**config.mk**
```make
export PLATFORM = sky130hd
export DESIGN_NAME = fir_result_buffer_flat
export DESIGN_NICKNAME = d
export VERILOG_FILES = /design/src/rtl/fir_result_buffer_pkg.sv /design/src/rtl/fir_result_buffer_if.sv /design/src/rtl/fir_result_buffer_sync_fifo.sv /design/src/rtl/fir_result_buffer.sv /design/src/flat_wrapper.sv
export SDC_FILE = /design/constraint.sdc
export NUM_CORES = 1
export LEC_CHECK = 0
export ABC_AREA = 1
export CAP_MARGIN = 20
export CORE_UTILIZATION = 52
export DETAILED_ROUTE_END_ITERATION = 8
export GPL_ROUTABILITY_DRIVEN = 0
export PLACE_DENSITY_LB_ADDON = 0.05
export SLEW_MARGIN = 20
export SYNTH_ARGS = -nofsm -noshare
export SYNTH_HDL_FRONTEND = slang
export SYNTH_HIERARCHICAL = 1
export SYNTH_SLANG_ARGS = --single-unit
```
**constraint.sdc**
```tcl
create_clock -name clk -period 3.3 [get_ports clk]
set_clock_uncertainty 0.1 [all_clocks]
set_input_delay 0.66 -clock clk [delete_from_list [all_inputs] [get_ports clk]]
set_output_delay 0.66 -clock clk [all_outputs]
set_load 0.005 [all_outputs]
```
**src/rtl/fir_result_buffer_pkg.sv**
```systemverilog
// rtl/fir_result_buffer_pkg.sv - shared FIR datapath types for the result buffer
package fir_result_buffer_pkg;
    localparam int DATA_WIDTH = 16;
    localparam int NUM_REGS   = 8;
    typedef logic signed [DATA_WIDTH-1:0] sample_t;
endpackage

```
**src/rtl/fir_result_buffer_if.sv**
```systemverilog
// rtl/fir_result_buffer_if.sv - result stream in/out handshake bundle
interface fir_result_buffer_if;
    import fir_result_buffer_pkg::*;

    sample_t inData;
    logic    inValid;
    sample_t outData;
    logic    outValid;
    logic    outReady;

    modport master (output inData, output inValid, output outReady,
                    input outData, input outValid);
    modport slave  (input inData, input inValid, input outReady,
                    output outData, output outValid);
endinterface

```
**src/rtl/fir_result_buffer_sync_fifo.sv**
```systemverilog
// rtl/fir_result_buffer_sync_fifo.sv - show-ahead FIFO with explicit occupancy count
module fir_result_buffer_sync_fifo
    import fir_result_buffer_pkg::*;
#(
    parameter int DEPTH = 8,
    parameter int LVL_W = $clog2(DEPTH + 1)
) (
    input  logic             clk,
    input  logic             rst,
    input  logic             push_i,
    input  logic             pop_i,
    input  sample_t          wdata_i,
    output sample_t          rdata_o,
    output logic [LVL_W-1:0] level_o,
    output logic             full_o,
    output logic             empty_o
);
    localparam int PTR_W = $clog2(DEPTH);

    sample_t          mem_q [DEPTH];
    logic [PTR_W-1:0] wr_ptr_q, wr_ptr_d;
    logic [PTR_W-1:0] rd_ptr_q, rd_ptr_d;
    logic [LVL_W-1:0] level_q, level_d;
    logic             do_push, do_pop;

    assign empty_o = (level_q == '0);
    assign full_o  = (level_q == LVL_W'(DEPTH));
    assign level_o = level_q;
    assign do_pop  = pop_i && !empty_o;
    assign do_push = push_i && (!full_o || do_pop);
    // Storage is not reset, so the head is masked to keep outData at zero while empty.
    assign rdata_o = empty_o ? '0 : mem_q[rd_ptr_q];

    always_comb begin
        wr_ptr_d = wr_ptr_q;
        rd_ptr_d = rd_ptr_q;
        level_d  = level_q;
        if (do_push) wr_ptr_d = wr_ptr_q + 1'b1;
        if (do_pop)  rd_ptr_d = rd_ptr_q + 1'b1;
        case ({do_push, do_pop})
            2'b10:   level_d = level_q + 1'b1;
            2'b01:   level_d = level_q - 1'b1;
            default: level_d = level_q;
        endcase
    end

    always_ff @(posedge clk) begin
        if (rst) begin
            wr_ptr_q <= '0;
            rd_ptr_q <= '0;
            level_q  <= '0;
        end else begin
            wr_ptr_q <= wr_ptr_d;
            rd_ptr_q <= rd_ptr_d;
            level_q  <= level_d;
        end
    end

    always_ff @(posedge clk) begin
        if (!rst && do_push) mem_q[wr_ptr_q] <= wdata_i;
    end
endmodule

```
**src/rtl/fir_result_buffer.sv**
```systemverilog
// rtl/fir_result_buffer.sv - decimating, overflow-counting result FIFO behind the FIR MAC
module fir_result_buffer
    import fir_result_buffer_pkg::*;
#(
    parameter int DEPTH   = 8,
    parameter int DECIM_W = 4,
    parameter int CNT_W   = 8
) (
    input  logic                       clk,
    input  logic                       rst,
    input  logic                       flush,
    input  logic [DECIM_W-1:0]         decimFactor,
    fir_result_buffer_if.slave         bus,
    output logic [$clog2(DEPTH+1)-1:0] level,
    output logic                       full,
    output logic                       empty,
    output logic [CNT_W-1:0]           dropCount,
    output logic                       overflow
);
    logic [DECIM_W-1:0] dec_cnt_q, dec_cnt_d;
    logic [CNT_W-1:0]   drop_cnt_q, drop_cnt_d;
    logic               overflow_q, overflow_d;
    logic               keep, push, pop, drop, dec_wrap, clear;

    assign clear = rst || flush;
    assign keep  = bus.inValid && (dec_cnt_q == '0);
    assign pop   = bus.outValid && bus.outReady;
    assign push  = keep && !flush;
    assign drop  = keep && full && !pop;
    // N of 0 or 1 keeps everything; >= lets a lowered N take effect on the next result.
    assign dec_wrap = (decimFactor <= DECIM_W'(1)) || (dec_cnt_q >= decimFactor - 1'b1);

    always_comb begin
        dec_cnt_d  = dec_cnt_q;
        drop_cnt_d = drop_cnt_q;
        overflow_d = overflow_q;
        if (bus.inValid) dec_cnt_d = dec_wrap ? '0 : dec_cnt_q + 1'b1;
        if (drop) begin
            overflow_d = 1'b1;
            if (drop_cnt_q != '1) drop_cnt_d = drop_cnt_q + 1'b1;
        end
    end

    always_ff @(posedge clk) begin
        if (clear) begin
            dec_cnt_q  <= '0;
            drop_cnt_q <= '0;
            overflow_q <= 1'b0;
        end else begin
            dec_cnt_q  <= dec_cnt_d;
            drop_cnt_q <= drop_cnt_d;
            overflow_q <= overflow_d;
        end
    end

    fir_result_buffer_sync_fifo #(.DEPTH(DEPTH)) u_fifo (
        .clk     (clk),
        .rst     (clear),
        .push_i  (push),
        .pop_i   (pop),
        .wdata_i (bus.inData),
        .rdata_o (bus.outData),
        .level_o (level),
        .full_o  (full),
        .empty_o (empty)
    );

    assign bus.outValid = !empty;
    assign dropCount    = drop_cnt_q;
    assign overflow     = overflow_q;
endmodule

```
**src/flat_wrapper.sv**
```systemverilog
// flat-port wrapper written by rule: the top's interface ports become plain ports
module fir_result_buffer_flat import fir_result_buffer_pkg::*;
#(
    parameter int DEPTH   = 8,
    parameter int DECIM_W = 4,
    parameter int CNT_W   = 8
)
  (clk, rst, flush, decimFactor, level, full, empty, dropCount, overflow, bus_inData, bus_inValid, bus_outReady, bus_outData, bus_outValid);
  fir_result_buffer_if bus_i ();
  input  logic clk;
  input  logic rst;
  input  logic flush;
  input  logic [DECIM_W-1:0] decimFactor;
  output logic [$clog2(DEPTH+1)-1:0] level;
  output logic full;
  output logic empty;
  output logic [CNT_W-1:0] dropCount;
  output logic overflow;
  input wire logic [$bits(bus_i.inData)-1:0] bus_inData;
  input wire logic [$bits(bus_i.inValid)-1:0] bus_inValid;
  input wire logic [$bits(bus_i.outReady)-1:0] bus_outReady;
  output wire logic [$bits(bus_i.outData)-1:0] bus_outData;
  output wire logic [$bits(bus_i.outValid)-1:0] bus_outValid;
  assign bus_i.inData = bus_inData;
  assign bus_i.inValid = bus_inValid;
  assign bus_i.outReady = bus_outReady;
  assign bus_outData = bus_i.outData;
  assign bus_outValid = bus_i.outValid;
  fir_result_buffer #(.DEPTH(DEPTH), .DECIM_W(DECIM_W), .CNT_W(CNT_W)) u_core (.clk(clk), .rst(rst), .flush(flush), .decimFactor(decimFactor), .bus(bus_i), .level(level), .full(full), .empty(empty), .dropCount(dropCount), .overflow(overflow));
endmodule
```
* Word level (Yosys, flattened, before mapping) *
Memories as Yosys holds them, arrays and structs flattened. A register that Yosys moved wholly into a read port is not among the register bits.
Cells that the tools add are included.
W data, S select, Z words.

storage, ports and cells
  output and inout port bits = 32
  RAM bits = 128
  bits in latches = 0
  memories kept = 1
  register bits after elaboration = 23
  memory bits (read-only) = 0

cells by class
  $mul = 0
  $add $sub $neg = 7
  bitwise operators = 0
  reductions and logical operators = 20
  div/mod/pow operators = 0
  multiplexer cells = 7
  eq/ne operators = 4
  order comparisons = 2
  shift operators = 0

memories
  name                 words  bits a word  rd ports  clocked after memory_dff  write ports  line                               RTL
  u_core.u_fifo.mem_q  8      16           1         1                         1            fir_result_buffer_sync_fifo.sv:20  sample_t mem_q [DEPTH];

operators with widths
  kind                   count
  $mux W16               1
  $add A4 B1 Y4 const B  2
  $add A8 B1 Y8 const B  1
  $logic_and A1 B1 Y1    8
  $logic_not A4 Y1       2
  $ne A8 B8 Y1 const B   1
  $pmux W4 S2            1
  $sub A4 B1 Y4 const B  2
  $add A3 B1 Y3 const B  2
  $mux W3                2
  $logic_not A1 Y1       5
  $eq A4 B4 Y1 const B   1
  $ge A4 B4 Y1           1
  $le A4 B1 Y1 const B   1
  $mux W4                1
  $logic_or A1 B1 Y1     3
  $eq A2 B1 Y1 const B   1
  $eq A2 B2 Y1 const B   1
  $mux W1                2
  $reduce_and A2 Y1      1
  $reduce_bool A2 Y1     1

* Longest topological paths before layout *
  word-level depth = 9
  mapped depth = 18
  mapped depth without buffers = 18

* Modules after synthesis *
Netlist, hierarchy kept.

by module, submodules not included
  module                       instances  sequential area each (um^2)  area an instance (um^2)  cells each
  fir_result_buffer_sync_fifo  1          4103.9                       5728.0                   458
  fir_result_buffer            1          260.2                        989.7                    150

* Worst setup path before layout *
No wires, ideal clock.

  path kind = register to register
  start = reg u_core.u_fifo.level_q[0] (netlist: u_core/u_fifo/level_o[0])
  end = mem u_core/u_fifo/mem_q[6][0] in the netlist's numbering (enable)
  stages on the path, launching flop included = 14
  period minus slack after synthesis = 3.262 ns
  library setup time = 0.409 ns
  setup slack = 0.038 ns
  arrival = 2.752 ns
  path through = dfxtp_1 -> nor2_4 -> nand2_4 -> buf_1 -> inv_1 -> inv_1 -> nand2_1 -> inv_1 -> inv_1 -> nand4_1 -> nand2_1 -> inv_1 -> nand2_1 -> nor3_1

between the ends
  word-level cells in the longest chain between the ends = 9
  elaborated cells between the ends (all ways) = 11
  those cells by class = 1 x eq/ne; 2 x mux; 8 x reduce/logical

RTL lines
  item                           line                               RTL
  from (decl)                    fir_result_buffer_sync_fifo.sv:23  logic [LVL_W-1:0] level_q, level_d;
  from (signal assigned)         fir_result_buffer_sync_fifo.sv:55  level_q <= level_d;
  $logic_not A4 Y1               fir_result_buffer_sync_fifo.sv:26  assign empty_o = (level_q == '0);
  via empty                      flat_wrapper.sv:16                 output logic empty;
  $logic_not A1 Y1               fir_result_buffer.sv:68            assign bus.outValid = !empty;
  via bus_outValid               flat_wrapper.sv:23                 output wire logic [$bits(bus_i.outValid)-1:0] bus_outValid;
  $logic_and A1 B1 Y1            fir_result_buffer.sv:27            assign pop = bus.outValid && bus.outReady;
  via u_core.pop                 fir_result_buffer.sv:23            logic keep, push, pop, drop, dec_wrap, clear;
  $logic_and A1 B1 Y1            fir_result_buffer_sync_fifo.sv:29  assign do_pop = pop_i && !empty_o;
  $logic_or A1 B1 Y1             fir_result_buffer_sync_fifo.sv:30  assign do_push = push_i && (!full_o || do_pop);
  $logic_and A1 B1 Y1            fir_result_buffer_sync_fifo.sv:30
  $logic_and A1 B1 Y1            fir_result_buffer_sync_fifo.sv:60  if (!rst && do_push) mem_q[wr_ptr_q] <= wdata_i;
  $mux W1                        fir_result_buffer_sync_fifo.sv:60
  $mux W1 (implied by the code)  fir_result_buffer_sync_fifo.sv:60
  to (decl)                      fir_result_buffer_sync_fifo.sv:20

The timed path passes the listed nets, and every way through them passes these cells.

==> reports/metrics.yaml <==
outcome: "complete, no violations"
grt_usage_pct: 21.8
arrival_ns: 2.24
critPathSlowestCell: "clkdlybuf4s50_1"
cts.sinks: 154
p_leak_uw: 0.00286
yosysSeqAreaShare_pct: 65.0
num-nets-final: 716
antenna_cells: 0
routedWlPerCell_um: 15.5
final_layout_size_suffix_gt1_share_pct: 11.4
vias: 4523
drc_errors: 0
ys_top_cells_by_area: "edfxtp_1, dfxtp_1, nor2_1, o21ai_0, nand2_1"
area_delta_synth_final_pct: 21.3
end_kind: "output port"
pin_count: 57
min_period_ns: 3.00
yosys-top-cells-count: "edfxtp_1, nor2_1, o21ai_0"
postCtsSetupRepairBufs: 0
vias_per_cell: 5.25
crit_fanout: 17
avgSynthCellArea_sq_um: 11.0
worstSetupStartpointType: "register"
io_buffers: 56
die_x_um: 116
first_pass_iters: 4
grt_max_degree: 65
synth_cells: 608
drv_cap: 0
synthesis.area_sq_um: 6720
path_delay_family: "buffers and inverters"
slew_viol_final: 0
cp_common_cell: "o21ai_0"
postRouteAntennaNets: 0
cts_buffers: 17
fin_crit_sh_pct: 90.8
slowest_delay_ns: 0.50
synth_ff_type: "edfxtp_1"
layout_setup_ws_ns: 0.304
crit_required_ns: 2.54
synth_top_area_share_pct: 57.2
num_rows: 41
cts-root-buf: "clkbuf_16"
clkTransAtPathRegs_ns: 0.06
grt_pass1_wl_um: 21700
setup_viol: 0
cts_resized: 0
power_density_nw_per_um2: 517
drt_iter0_drc: 305
syn-num-nets: 647
clk_latency_ns: 0.42
dpl_worst_slack_ns: 0.326
setup_tns_ns: 0
final_hold_viol_count: 0
grt_pass1_vias: 4403
dieHeight_um: 116
worst_slew_pin_slew_ns: 0.577
drt-total-wl_um: 13400
max_clock_freq_mhz: 334
yosysMostFrequentCell: "edfxtp_1"
post-dp-hpwl_um: 8230
yosys_warnings: 6
async_reset_ff_share_pct: 0
crit_buf_inv: 3
cts_tree: "yes"
hp-class: "register to register"
cts_buffer_depth: 2
ys_types: 34
start_util_pct: 53.2
antenna_found_initial: 0
worst_ir_drop_vdd_mv: 0.319
rsz0062_at_grt: "no"
synth_edf_count: 128
path_cells: "inv_2 > buf_4 > o21ai_0 > o21ai_0 > o21ai_0 > nor2_1 > clkdlybuf4s50_1"
worstSetupPathType: "register to output port"
ctsHoldBuffers: 0
core-area_sq_um: 12600
synth_top_area_cell: "edfxtp_1"
die_area_sq_um: 13400
ys_ff_latch: 154
grt_overflow: 0
h-tree-depth: 4
maxSlewHeadroom_pct: 61.5
-- cells in the final DEF (no fill, tap or decap), drive strengths merged, types with 7 or more instances in the layout --
master	netlist	layout
nor2	127	127
o21ai	91	91
dfxtp	26	26
clkbuf	6	22
clkdlybuf4s50	0	56
a21oi	19	19
buf	19	19
ha	13	13
clkinv	3	7
mux2i	16	16
nand3	24	24
edfxtp	128	128
o22ai	16	16
inv	42	47
nand2	63	63
-- worst register-to-register path, stage by stage, from the launching register on --
cell and delay (ns):
dfxtp_1 0.44, nor2_2 0.10, nand2_4 0.23, inv_1 0.09, inv_1 0.10, nand2_1 0.07, inv_1 0.12, inv_1 0.08
nand4_1 0.09, nand2_1 0.11, inv_1 0.13, nand2_1 0.15, nor3_2 0.13, buf_4 0.32
-- routing by layer --
metal	vias up	wire length (um)	track usage (%)
met1	2154	5890	27.2
met2	92	6720	37.9
met5	-	0	0
met4	0	187	7.95
met3	17	587	4.13
li1	2260	-	-
-- stage by stage --
step | util [%] | power, uW | std cells | hold slack [ns] | instance area [sq um]
final | 64.6 | 4210 | 862 | 0.365 | 8150
after floorplan | - | 2240 | 608 | 0.333 | 6720
after global routing | 64.6 | 4340 | 862 | 0.390 | 8150
after global placement | 59.8 | 2340 | 830 | 0.344 | 7540
after detailed placement | 59.8 | 2350 | 830 | 0.357 | 7540
after CTS | 64.5 | 4240 | 862 | 0.367 | 8140
-- state kept, by name, indices dropped and copies added, names as in the netlist, named ones only --
name / count
u_core/u_fifo/mem_q: 128
u_core/u_fifo/level_o: 4
u_core/u_fifo/wr_ptr_q: 3
u_core/dropCount: 8
u_core/overflow: 1
u_core/u_fifo/rd_ptr_q: 3
u_core/dec_cnt_q: 4
-- report_power, final --
group	leakage, uW	switching [uW]	total [uW]	internal [uW]
clock network	0.000300	763	1910	1140
logic	0.00120	103	188	85.5
registers	0.00136	6.22	2120	2110
-- path summary, 6_finish.rpt --
check | startpoint | to | slack [ns] | depth (start not counted)
setup / recovery | register | bus_outData[6] | 0.30 | 7
hold / removal | u_core/u_fifo/rd_ptr_q[2]$_SDFFE_PP0N_ | u_core/u_fifo/rd_ptr_q[2]$_SDFFE_PP0N_ | 0.36 | 2
setup reg to reg | u_core/u_fifo/level_o[2]$_SDFFE_PP0P_ | u_core/u_fifo/mem_q[0][5]$_DFFE_PP_ | 0.71 | 13
hold reg to reg | u_core/u_fifo/rd_ptr_q[2]$_SDFFE_PP0N_ | u_core/u_fifo/rd_ptr_q[2]$_SDFFE_PP0N_ | 0.36 | 2
-- kinds of logic after synthesis --
logic type | Yosys count | share of synthesized area [%]
AOI/OAI and AO/OA | 127 | 9.85
xor gates and xnor gates | 4 | 0.522
adders and majority gates | 14 | 2.72
buffers and inverters | 70 | 4.82
DFF | 154 | 65.0
muxes | 16 | 2.38
and+or+nand+nor | 223 | 14.7
-- layout make-up --
cell class / instances / area [sq um]
Sequential cell: 154 / 4370
Multi-Input combinational cell: 384 / 2050
Clock buffer: 22 / 528
Tap cell: 172 / 215
Fill cell: 1031 / 4470
Timing Repair Buffer: 75 / 744
Inverter: 45 / 170
Clock inverter: 10 / 73.8
No activity file was read; power rests on OpenSTA's default activity.
